--- config.mk ---
export PLATFORM = sky130hd
export DESIGN_NAME = fpc_scheduler_flat
export DESIGN_NICKNAME = d
export VERILOG_FILES = /design/src/rtl/fpc_scheduler_if.sv /design/src/rtl/fpc_scheduler.sv /design/src/flat_wrapper.sv
export SDC_FILE = /design/constraint.sdc
export NUM_CORES = 1
export LEC_CHECK = 0
export BUFFER_PORTS_ARGS = -buffer_cell sky130_fd_sc_hd__buf_2
export CAP_MARGIN = 0
export CORE_MARGIN = 2
export CORE_UTILIZATION = 35
export DETAILED_ROUTE_END_ITERATION = 7
export MAX_ROUTING_LAYER = met4
export PLACE_DENSITY = 0.71
export SLEW_MARGIN = 20
export SYNTH_ARGS = -nofsm -noshare
export SYNTH_HDL_FRONTEND = slang
export SYNTH_SLANG_ARGS = --single-unit
--- constraint.sdc ---
create_clock -name clk -period 2.3 [get_ports clk]
set_clock_uncertainty 0.15 [all_clocks]
set_input_delay 0.23 -clock clk [delete_from_list [all_inputs] [get_ports clk]]
set_output_delay 0.23 -clock clk [all_outputs]
set_load 0.02 [all_outputs]
--- src/rtl/fpc_scheduler_if.sv ---
// Requester-side bundle for fpc_scheduler: operation handshake plus
// the per-requester response strobe and shared result/error bus.
interface fpc_scheduler_if #(
    parameter int NUM_REQ = 4
);
    logic [NUM_REQ-1:0]    req_valid;
    logic [NUM_REQ-1:0]    req_ready;
    logic [16*NUM_REQ-1:0] req_a;
    logic [16*NUM_REQ-1:0] req_b;
    logic [NUM_REQ-1:0]    req_mode;
    logic [NUM_REQ-1:0]    resp_valid;
    logic [15:0]           resp_data;
    logic                  resp_err;

    modport master (
        output req_valid, req_a, req_b, req_mode,
        input  req_ready, resp_valid, resp_data, resp_err
    );

    modport slave (
        input  req_valid, req_a, req_b, req_mode,
        output req_ready, resp_valid, resp_data, resp_err
    );
endinterface

--- src/rtl/fpc_scheduler.sv ---
// Round-robin scheduler sharing one bf16 add/mul unit among NUM_REQ
// requesters, one operation in flight, with a result watchdog.
module fpc_scheduler #(
    parameter int NUM_REQ = 4,
    parameter int TIMEOUT = 8
) (
    input  logic             clk,
    input  logic             rst,
    fpc_scheduler_if.slave   req,
    output logic             fpc_in_valid,
    output logic [15:0]      fpc_in_a,
    output logic [15:0]      fpc_in_b,
    output logic             fpc_mode,
    input  logic             fpc_out_valid,
    input  logic [15:0]      fpc_out,
    output logic             busy,
    output logic [15:0]      op_count
);
    localparam int IW  = $clog2(NUM_REQ);
    localparam int IW1 = IW + 1;
    localparam int TW  = $clog2(TIMEOUT);

    typedef enum logic [1:0] {
        S_IDLE,
        S_ISSUE,
        S_WAIT,
        S_RESP
    } state_t;

    state_t          r_state;
    state_t          w_next;
    logic [IW-1:0]   r_last;
    logic [IW-1:0]   r_gnt;
    logic [IW-1:0]   w_gnt;
    logic [IW-1:0]   w_idx;
    logic [IW1-1:0]  w_sum;
    logic            w_found;
    logic            w_timeout;
    logic [TW-1:0]   r_timer;
    logic [15:0]     r_a;
    logic [15:0]     r_b;
    logic            r_mode;
    logic [15:0]     r_data;
    logic            r_err;
    logic [15:0]     r_cnt;

    // Search starts one past the last served requester, wrapping.
    always_comb begin
        w_found = 1'b0;
        w_gnt   = '0;
        w_sum   = '0;
        w_idx   = '0;
        for (int k = 1; k <= NUM_REQ; k++) begin
            w_sum = {1'b0, r_last} + IW1'(k);
            if (w_sum >= IW1'(NUM_REQ))
                w_sum = w_sum - IW1'(NUM_REQ);
            w_idx = w_sum[IW-1:0];
            if (!w_found && req.req_valid[w_idx]) begin
                w_found = 1'b1;
                w_gnt   = w_idx;
            end
        end
    end

    assign w_timeout = (r_timer == TW'(TIMEOUT - 1));

    always_ff @(posedge clk or posedge rst) begin
        if (rst)
            r_state <= S_IDLE;
        else
            r_state <= w_next;
    end

    always_comb begin
        w_next = r_state;
        unique case (r_state)
            S_IDLE:  if (w_found) w_next = S_ISSUE;
            S_ISSUE: w_next = S_WAIT;
            S_WAIT:  if (fpc_out_valid || w_timeout) w_next = S_RESP;
            S_RESP:  w_next = S_IDLE;
            default: w_next = S_IDLE;
        endcase
    end

    always_ff @(posedge clk or posedge rst) begin
        if (rst) begin
            r_last  <= IW'(NUM_REQ - 1);
            r_gnt   <= '0;
            r_a     <= '0;
            r_b     <= '0;
            r_mode  <= 1'b0;
            r_timer <= '0;
            r_data  <= '0;
            r_err   <= 1'b0;
            r_cnt   <= '0;
        end else begin
            if (r_state == S_IDLE && w_found) begin
                r_gnt  <= w_gnt;
                r_a    <= req.req_a[{w_gnt, 4'h0} +: 16];
                r_b    <= req.req_b[{w_gnt, 4'h0} +: 16];
                r_mode <= req.req_mode[w_gnt];
            end
            if (r_state == S_ISSUE)
                r_timer <= '0;
            // A result landing on the timeout cycle still counts as success.
            if (r_state == S_WAIT) begin
                if (fpc_out_valid) begin
                    r_data <= fpc_out;
                    r_err  <= 1'b0;
                end else if (w_timeout) begin
                    r_data <= 16'h0000;
                    r_err  <= 1'b1;
                end else begin
                    r_timer <= r_timer + 1'b1;
                end
            end
            if (r_state == S_RESP) begin
                r_last <= r_gnt;
                if (!r_err)
                    r_cnt <= r_cnt + 16'd1;
            end
        end
    end

    assign req.req_ready  = (r_state == S_IDLE && !rst && w_found) ?
                            (NUM_REQ'(1) << w_gnt) : '0;
    assign req.resp_valid = (r_state == S_RESP) ?
                            (NUM_REQ'(1) << r_gnt) : '0;
    assign req.resp_data  = r_data;
    assign req.resp_err   = r_err;

    assign fpc_in_valid = (r_state == S_ISSUE);
    assign fpc_in_a     = r_a;
    assign fpc_in_b     = r_b;
    assign fpc_mode     = r_mode;
    assign busy         = (r_state != S_IDLE);
    assign op_count     = r_cnt;
endmodule

--- src/flat_wrapper.sv ---
// flat-port wrapper written by rule: the top's interface ports become plain ports
module fpc_scheduler_flat 
#(
    parameter int NUM_REQ = 4,
    parameter int TIMEOUT = 8
)
  (clk, rst, fpc_in_valid, fpc_in_a, fpc_in_b, fpc_mode, fpc_out_valid, fpc_out, busy, op_count, req_req_valid, req_req_a, req_req_b, req_req_mode, req_req_ready, req_resp_valid, req_resp_data, req_resp_err);
  fpc_scheduler_if #(.NUM_REQ(NUM_REQ)) req_i ();
  input  logic clk;
  input  logic rst;
  output logic fpc_in_valid;
  output logic [15:0] fpc_in_a;
  output logic [15:0] fpc_in_b;
  output logic fpc_mode;
  input  logic fpc_out_valid;
  input  logic [15:0] fpc_out;
  output logic busy;
  output logic [15:0] op_count;
  input wire logic [$bits(req_i.req_valid)-1:0] req_req_valid;
  input wire logic [$bits(req_i.req_a)-1:0] req_req_a;
  input wire logic [$bits(req_i.req_b)-1:0] req_req_b;
  input wire logic [$bits(req_i.req_mode)-1:0] req_req_mode;
  output wire logic [$bits(req_i.req_ready)-1:0] req_req_ready;
  output wire logic [$bits(req_i.resp_valid)-1:0] req_resp_valid;
  output wire logic [$bits(req_i.resp_data)-1:0] req_resp_data;
  output wire logic [$bits(req_i.resp_err)-1:0] req_resp_err;
  assign req_i.req_valid = req_req_valid;
  assign req_i.req_a = req_req_a;
  assign req_i.req_b = req_req_b;
  assign req_i.req_mode = req_req_mode;
  assign req_req_ready = req_i.req_ready;
  assign req_resp_valid = req_i.resp_valid;
  assign req_resp_data = req_i.resp_data;
  assign req_resp_err = req_i.resp_err;
  fpc_scheduler #(.NUM_REQ(NUM_REQ), .TIMEOUT(TIMEOUT)) u_core (.clk(clk), .rst(rst), .req(req_i), .fpc_in_valid(fpc_in_valid), .fpc_in_a(fpc_in_a), .fpc_in_b(fpc_in_b), .fpc_mode(fpc_mode), .fpc_out_valid(fpc_out_valid), .fpc_out(fpc_out), .busy(busy), .op_count(op_count));
endmodule
Word-level counts from Yosys, hierarchy flattened
Index checks and enable logic that the tools add are counted.
{"block": "totals", "reg_bits": 75, "output_inout_bits": 76}
{"block": "op_classes", "addsub": 10, "order_cmp": 9, "eq_ne": 6, "shift": 4, "n_mux": 35, "n_bitwise": 1, "n_reduce_logical": 17}
{"cell": "variable part select 64 x 7 -> 16 bit", "n": 2}
{"cell": "2-to-1 mux 16 bit", "n": 2}
{"cell": "2-to-1 mux 2 bit", "n": 10}
{"cell": "adder 16 x 1 -> 16 bit (second input constant)", "n": 1}
{"cell": "< comparator 2 x 3 -> 1 bit (second input constant)", "n": 5}
{"cell": ">= comparator 3 bit (second input constant)", "n": 4}
{"cell": "2-to-1 mux 3 bit", "n": 4}
{"cell": "2-to-1 mux 1 bit", "n": 11}
{"cell": "binary-select mux 1 bit (select 2 bit)", "n": 5}
{"cell": "2-to-1 mux 4 bit", "n": 2}
{"cell": "one-hot mux 2 bit (4 select lines)", "n": 1}
{"cell": "left shift 1 x 2 -> 4 bit (first input constant)", "n": 2}
{"cell": "subtractor 2 x 1 -> 2 bit (second input constant)", "n": 4}
{"cell": "adder 2 x 2 -> 3 bit (second input constant)", "n": 2}
{"cell": "logical AND 1 bit", "n": 6}
{"cell": "AND reduction 2 bit", "n": 3}
{"cell": "equality test 2 bit (second input constant)", "n": 2}
{"cell": "logical NOT 1 bit", "n": 4}
{"cell": "!= test 2 x 1 -> 1 bit (second input constant)", "n": 2}
{"cell": "nonzero test 2 bit", "n": 2}
{"cell": "adder 2 x 1 -> 3 bit (second input constant)", "n": 1}
{"cell": "adder 2 x 3 -> 3 bit (second input constant)", "n": 1}
{"cell": "adder 3 x 1 -> 3 bit (second input constant)", "n": 1}
{"cell": "equality test 3 bit (second input constant)", "n": 1}
{"cell": "4 further kinds", "n": 4}

Longest topological paths before layout
Gate-level depths: netlist (run 1).
{"block": "logic_depth", "ltp_word": 17, "ltp_mapped": 7, "ltp_nobuf": 6}

Least setup slack after synthesis (run 1)
Ideal clock, no wire load.
{"block": "synth_timing", "path_type": "input port to output port", "from": "in rst", "to": "out req_req_ready[0]", "arrival_time_ns": 2.305, "required_time_ns": 1.920, "slack_ns": -0.385, "stages": 2, "path_buffers": 0, "path_cell_list": "inv_1 -> and3_1"}
{"block": "synth_between", "elab_chain_cells": 4}
{"item": "start, declared", "line_no": "flat_wrapper.sv:10", "source": "input logic rst;"}
{"item": "logical NOT 1 bit (no source line)"}
{"item": "logical AND 1 bit (2 in series)", "line_no": "fpc_scheduler.sv:125", "source": "assign req.req_ready = (r_state == S_IDLE && !rst && w_found) ?"}
{"item": "2-to-1 mux 4 bit", "line_no": "fpc_scheduler.sv:125"}
{"item": "end, declared", "line_no": "flat_wrapper.sv:23", "source": "output wire logic [$bits(req_i.req_ready)-1:0] req_req_ready;"}
No other way between the ends.

Final worst setup path (run 1)
{"block": "layout_timing", "from": "reg u_core.r_last[0]", "to": "out req_req_ready[1]"}
{"block": "layout_between", "elab_chain_cells": 17, "elab_cells_between_ends": 41, "cone_classes": "8 x add/sub; 4 x order compare; 1 x shift; 21 x mux; 7 x reduce/logical"}
{"item": "start, declared", "line_no": "fpc_scheduler.sv:32", "source": "logic [IW-1:0] r_last;"}
{"item": "start signal, assigned", "line_no": "fpc_scheduler.sv:87", "source": "r_last <= IW'(NUM_REQ - 1);"}
{"item": "start signal, assigned", "line_no": "fpc_scheduler.sv:118", "source": "r_last <= r_gnt;"}
{"item": "adder 2 x 1 -> 3 bit", "line_no": "fpc_scheduler.sv:54", "source": "w_sum = {1'b0, r_last} + IW1'(k);"}
{"item": ">= comparator 3 bit / subtractor 2 x 1 -> 2 bit (equally long branches)", "line_no": "fpc_scheduler.sv:55, fpc_scheduler.sv:56"}
{"item": "2-to-1 mux 2 bit", "line_no": "fpc_scheduler.sv:55", "source": "if (w_sum >= IW1'(NUM_REQ))"}
{"item": "binary-select mux 1 bit (select 2 bit)", "line_no": "fpc_scheduler.sv:58", "source": "if (!w_found && req.req_valid[w_idx]) begin"}
{"item": "2-to-1 mux 1 bit (implied by the code)", "line_no": "fpc_scheduler.sv:58"}
{"item": "2-to-1 mux 1 bit", "line_no": "fpc_scheduler.sv:58"}
{"item": "logical NOT 1 bit", "line_no": "fpc_scheduler.sv:58"}
{"item": "logical AND 1 bit", "line_no": "fpc_scheduler.sv:58"}
{"item": "2-to-1 mux 1 bit", "line_no": "fpc_scheduler.sv:58"}
{"item": "logical NOT 1 bit", "line_no": "fpc_scheduler.sv:58"}
{"item": "logical AND 1 bit", "line_no": "fpc_scheduler.sv:58"}
{"item": "2-to-1 mux 1 bit", "line_no": "fpc_scheduler.sv:58"}
{"item": "logical NOT 1 bit", "line_no": "fpc_scheduler.sv:58"}
{"item": "logical AND 1 bit", "line_no": "fpc_scheduler.sv:58"}
{"item": "2-to-1 mux 2 bit / 2-to-1 mux 1 bit (equally long branches)", "line_no": "fpc_scheduler.sv:58"}
{"item": "left shift 1 x 2 -> 4 bit / logical AND 1 bit (equally long branches)", "line_no": "fpc_scheduler.sv:126, fpc_scheduler.sv:125"}
{"item": "2-to-1 mux 4 bit (*)", "line_no": "fpc_scheduler.sv:125"}
Every way passes the cells marked *; elsewhere a longest branch is shown, timed or not. The select of a mux whose other input is x is not followed.

==> out/qor.csv, run 1 <==
stage,metric,value,unit
placed_design,routability-driven placement congestion ratio,0.9102,
global_routing,vias in the first global route,4274,
timing,setup violators final,0,
clock_network,Worst-Skew Late Latency,340,ps
timing,Worst Max-Slew Pin Slew,588.2,ps
clock_network,clk root buf,clkbuf_16,
detailed_routing,vias per cell,5.224,
yosys,number of synthesized flops with an enable pin,0,
yosys,"top cells by area, synth","dfrtp_1 (41%), a221oi_2 (9.4%), o22ai_2 (8.1%)",
die,Die Y,116.9,um
timing,Max Fclk,449.5,MHz
setup_path,crit path max fanout,7,
clock_network,TritonCTS clock tree,yes,
setup_path,Crit Path Class,flip-flop to output pin,
setup_path,startpoint types,flip-flop,
yosys,Synth top area share,40.94,%
die,core outline area,12520,um^2
yosys,synth warn,0,
clock_network,CTS Buffer Depth,2,
global_routing,pin count of the biggest net entering global routing,53,
finish,"non-filler cells, final",845,
detailed_routing,drt first pass iters,5,
detailed_routing,met3 wire length,992,um
global_routing,Tot GR Track Use,22.27,%
timing,Max Slew Vio Count,0,
global_routing,global-route wire length before repair,22270,um
finish,area delta synth->final,46.07,%
placed_design,Post-DP HPWL,10860,um
detailed_routing,Routed Antenna Nets,0,
placed_design,Cells after DPL,794,
die,std cell rows,41,
yosys,Post-synth ARST share,100.0,%
yosys,synthesized instance count,404,
detailed_routing,Via Count,4414,
finish,Final Util,52.07,%
finish,share of cells above drive strength 1,53.20,%
run,Max-Cap Viols,0,
yosys,most frequent cell after synthesis,dfrtp_1,
timing,Final min period,2225,ps
detailed_routing,top layer in use,met4,
finish,FILL cells,1145,
pwr,Leak,3.205,nW
finish,area taken by multi-input logic gates,2420,um^2
clock_network,clock transition at the registers of the reported paths,60,ps
yosys,ys flop type,dfrtp_1,
yosys,Syn Area/Cell,11.04,um^2
setup_path,Critical Path RT,1920,ps
placed_design,port buffer count,230,
yosys,commonest cells in the netlist,"dfrtp_1 (73), nor2_1 (46), o21ai_0 (38)",
detailed_routing,Routed met1 length,6286,um
detailed_routing,WL final,15220,um
detailed_routing,WL per Instance,18.01,um
yosys,#FFs+latches synth,75,
pwr,Cell Pwr Density,1282,nW/um^2
die,starting density of the core,35.65,%
die,io pins,231,
detailed_routing,routed wl met2,7725,um
yosys,register area share after synthesis,42.12,%
global_routing,total gr overflow,0,
detailed_routing,Initial DRC Count,244,
finish,flip-flop and latch area,1879,um^2
timing,Hold WS,25.20,ps
setup_path,critical path arrival,1840,ps
hold_path,Hold/Removal Path Class,input pin to flip-flop,
detailed_routing,# DRC,0,
die,Horiz. Die Dim,116.9,um
clock_network,Clock Sinks,75,
die,die area,13670,um^2
clock_network,H-tree depth,3,
run_status,status,finished clean,
yosys,synth unique cells,46,
yosys,Synth Cell Area,4462,um^2
yosys,syn nets,567,
timing,slew margin rel.,60.78,%
finish,final net count,829,
timing,fin crit share,96.73,%
yosys,Yosys top cell by area,dfrtp_1,
pwr,Peak supply drop,532.8,uV
setup_path,critical path capture point type,output pin,
global_routing,initial antenna violation count,2,
clock_network,total CTS buffers,9,
timing,final hold vios,0,
==> critical path, stage by stage (launching register included) <==
cell	delay, ps
dfstp_2	590
nand2b_4	170
nand2_2	90
a21oi_4	200
buf_12	130
and3_1	160
buf_2	160
==> kinds of logic (layout without fill, tap and decap cells) <==
kind of cell / count (synthesis) / after routing / share of synthesized area, %
compound gates: 137 / 137 / 29.30
fa+ha+maj: 8 / 8 / 2.243
mux: 37 / 37 / 8.385
buf+inv: 37 / 304 / 4.935
xor+xnor: 15 / 15 / 2.944
simple gates: 95 / 95 / 10.07
other cells: 0 / 2 / 0
flops: 75 / 75 / 42.12
==> final cells by class <==
| type | count | area share (%) |
|---|---|---|
| inverters | 9 | 0.5759 |
| well taps | 172 | 3.302 |
| clock buffers | 11 | 3.571 |
| diodes | 2 | 0.07679 |
| flip-flops and latches | 75 | 28.83 |
| repair buffers | 279 | 25.55 |
| multi-input cells | 292 | 37.13 |
| clock inverters | 5 | 0.9599 |
==> report_power, final <==
group	switching (W)	internal, W
Combinational	0.00262	0.00202
Sequential	0.000425	0.00187
Clock	0.000577	0.000847
Total	0.00362	0.00473
==> registers in the layout, indices dropped and copies added (netlist names) <==
register / cells
u_core.r_state: 2
u_core.r_last: 2
u_core.fpc_in_b: 16
u_core.r_gnt: 2
u_core.req.resp_data: 16
u_core.r_timer: 3
u_core.fpc_in_a: 16
u_core.fpc_mode: 1
u_core.req.resp_err: 1
u_core.op_count: 16
==> final timing paths <==
check | start | end | slack [ps] | cells after the start
worst min register to register | u_core.op_count[15] | u_core.op_count[15] | 320 | 1
max in group asynchronous | rst | u_core.r_state[0] | 1090 | 4
min in group asynchronous | rst | u_core.fpc_in_a[10] | 460 | 4
worst min-delay path | req_req_a[30] | u_core.fpc_in_a[14] | 30 | 3
worst max-delay path | u_core.r_last[0] | req_req_ready[1] | 80 | 6
worst max register to register | u_core.r_last[1] | u_core.fpc_in_b[10] | 150 | 6
==> repair_timing <==
action	in CTS	in global routing
endpoints found under the setup margin	4	4
hold buffers	17	0
setup buffers	4	10
hold endpoints to repair	89	0
gates cloned	2	0
pin swaps	3	2
resized for setup	4	6
==> through the flow <==
step                TNS, ps  total power, W  worst slack, ps  area, um^2
global route         -10.60        0.008878           -10.60        6518
detailed placement        0        0.006680            178.1        5846
finish                    0        0.008356            75.24        6518
CTS                       0        0.008295            20.55        6416
global placement          0        0.006536            241.0        5846
floorplan                 0        0.005355            141.5        4466
==> cell usage in the layout, fill, tap and decap left out, drive strengths merged, types with 2 or more instances in the layout <==
cell           n
clkbuf        12
diode          2
a221oi        33
o21ai         41
a22o          16
dfrtp         73
o22ai         34
and3           8
nand2b         6
mux2           3
inv            9
ha             8
nand2         15
mux2i         34
buf          259
nand3          4
a211oi         2
clkinvlp       3
xnor2         11
nand4          3
nor3           3
nor3b          2
xor2           4
nor2          47
bufbuf         2
dlygate4sd3   17
dfstp          2
a21oi          7
==> routing by layer <==
metal | global-route usage, % | vias to the layer above
li1 | - | 2050
met1 | 26.37 | 2188
met2 | 36.69 | 153
met3 | 6.128 | 23
met4 | 7.608 | 0
met5 | - | -
No activity file was read; power rests on OpenSTA's default activity.
==> run 2: changes to the inputs <==
CORE_UTILIZATION = 42   (was 35)
PLACE_DENSITY = 0.82   (was 0.71)
==> out/qor.csv, run 2 (synthesis gave the netlist of run 1 again) <==
stage,metric,value,unit,change
global_routing,initial antenna violation count,1,,-1
detailed_routing,drt first pass iters,5,,unchanged
timing,Final WS setup,11.85,ps,-63.39 ps
detailed_routing,vias per cell,5.486,,+5.0%
timing,Max Slew Vio Count,0,,unchanged
global_routing,met2 global-route usage,43.35,%,+6.7 points
timing,slew margin rel.,26.68,%,-34 points
clock_network,H-tree depth,3,,unchanged
global_routing,total gr overflow,0,,unchanged
global_routing,busiest grt layer,met2,,
setup_path,Critical path origin,u_core.r_last[0],,
detailed_routing,Initial DRC Count,290,,+19%
setup_path,critical path arrival,2420,ps,+580 ps
detailed_routing,Routed Antenna Nets,0,,unchanged
die,die area,11460,um^2,-16%
global_routing,vias in the first global route,4679,,+9.5%
die,std cell rows,37,,-9.8%
clock_network,total CTS buffers,9,,unchanged
global_routing,grt met3 use,5.289,%,-0.84 points
global_routing,global-route wire length before repair,22830,um,+2.5%
clock_network,Worst-Skew Late Latency,360,ps,+20 ps
detailed_routing,# DRC,0,,unchanged
finish,"commonest non-fill, non-tap cell in the layout",buf_2,,
die,starting density of the core,43.22,%,+7.6 points
placed_design,routability-driven placement congestion ratio,0.9321,,+2.4%
pwr,Cell Pwr Density,1243,nW/um^2,-3.0%
detailed_routing,Via Count,4422,,+0.18%
die,Horiz. Die Dim,107.1,um,-8.4%
pwr,Leak,3.106,nW,-3.1%
timing,Max Fclk,437.0,MHz,-2.8%
pwr,Peak supply drop,666.1,uV,+25%
run,Max-Cap Viols,0,,unchanged
finish,flip-flop and latch area,1879,um^2,unchanged
timing,setup violators final,0,,unchanged
timing,fin crit share,99.48,%,+2.8 points
finish,area delta synth->final,40.30,%,
setup_path,worst r2r src,u_core.r_last[0],,
timing,Hold WS,7.538,ps,-17.67 ps
die,Die Y,107.1,um,-8.4%
clock_network,TritonCTS clock tree,yes,,
placed_design,port buffer count,230,,unchanged
clock_network,CTS Buffer Depth,2,,unchanged
timing,final hold vios,0,,unchanged
detailed_routing,WL per Instance,18.03,um,about the same
detailed_routing,WL final,14530,um,-4.6%
run_status,status,finished clean,,
timing,Final min period,2288,ps,+63.39 ps
setup_path,startpoint types,flip-flop,,
finish,"commonest non-fill, non-tap cells in the layout","buf_2 (228), dfrtp_1 (73), nor2_1 (46)",,
global_routing,pin count of the biggest net entering global routing,53,,unchanged
finish,final net count,827,,-0.24%
placed_design,Place WS,-150.6,ps,-328.7 ps
die,core outline area,10320,um^2,-18%
finish,FILL cells,834,,-27%
setup_path,Crit Path Class,flip-flop to flip-flop,,
setup_path,critical path capture point type,flip-flop,,
finish,share of cells above drive strength 1,52.77,%,-0.44 points
finish,area taken by multi-input logic gates,2409,um^2,-0.47%
hold_path,Hold/Removal Path Class,input pin to flip-flop,,
die,io pins,231,,unchanged
clock_network,Clock Sinks,75,,unchanged
clock_network,clock transition at the registers of the reported paths,80,ps,+20 ps
setup_path,crit path max fanout,12,,+5
placed_design,Post-DP HPWL,10440,um,-3.9%
timing,Worst Max-Slew Pin Slew,1100,ps,+511.6 ps
hold_path,Hold Startpoint,req_req_b[41],,
setup_path,Critical Path RT,2430,ps,+510 ps
global_routing,met1 Usage GRT,30.89,%,+4.5 points
timing,RSZ-0062 raised after global routing,yes,,
clock_network,clk root buf,clkbuf_8,,
global_routing,Tot GR Track Use,26.16,%,+3.9 points
-- run 2: changes by cell type in the layout (fill, tap and decap cells not counted), moves of 2 or more --
cell           delta
clkbuf_16         -9
clkbuf_8          +9
inv_6             +3
buf_12            -2
bufbuf_16         -2
clkbuf_1          -2
dlygate4sd3_1     +2
inv_1             -2
inv_2             +2
-- run 2: path summary, 6_finish.rpt --
check	end	slack [ps]	depth (start not counted)
worst min-delay path	u_core.fpc_in_b[9]	8	3
worst min register to register	u_core.op_count[15]	330	1
worst max-delay path	u_core.fpc_in_a[8]	10	5
max in group asynchronous	u_core.r_last[1]	1080	4
worst max register to register	u_core.fpc_in_a[8]	10	5
min in group asynchronous	u_core.fpc_in_a[8]	170	3
-- run 2: power by group --
part / internal, W / switching, W
clock: 0.000407 / 0.000555
combinational: 0.00193 / 0.00263
sequential: 0.00186 / 0.000399
total: 0.00419 / 0.00359
-- run 2: what timing repair did --
item	in CTS	in global routing
gates cloned	1	0
resized for setup	4	6
setup buffers	7	0
hold endpoints to repair	50	0
pin swaps	2	3
setup endpoints to repair	5	16
hold buffers	19	0
-- run 2: metrics by stage --
step | cells | setup TNS [ps] | total power, W | cell area (um^2) | utilization [%]
6_report | 806 | 0 | 0.007783 | 6260 | 60.64
3_5_place_dp | 762 | -190.0 | 0.006674 | 5806 | 56.24
2_1_floorplan | 404 | 0 | 0.005355 | 4466 | -
3_3_place_gp | 762 | -47.96 | 0.006490 | 5806 | 56.24
5_1_grt | 806 | -561.8 | 0.008267 | 6260 | 60.64
4_1_cts | 805 | 0 | 0.007785 | 6248 | 60.53
-- run 2: final cells by class --
cell class                      count  area share (%)
Multi-Input combinational cell    293           38.48
Sequential cell                    75           30.02
Clock buffer                        9           1.979
Timing Repair Buffer              276           25.26
Clock inverter                      7          0.8995
Antenna cell                        1         0.03998
Inverter                            9          0.5996
Tap cell                          136           2.718
-- run 2: layer usage --
layer | part of all wire, % | vias up | routed length, um
li1 | - | 2049 | -
met1 | 40 | 2143 | 5849
met2 | 51 | 189 | 7350
met3 | 6.2 | 41 | 898
met4 | 3.0 | 0 | 429
met5 | 0 | - | 0
-- run 2: critical path, cell delays in order (launching register included) --
cell	delay, ps
dfstp_2	530
nand2b_2	120
nand2_1	140
a21oi_2	900
a221oi_2	190
o22ai_2	180
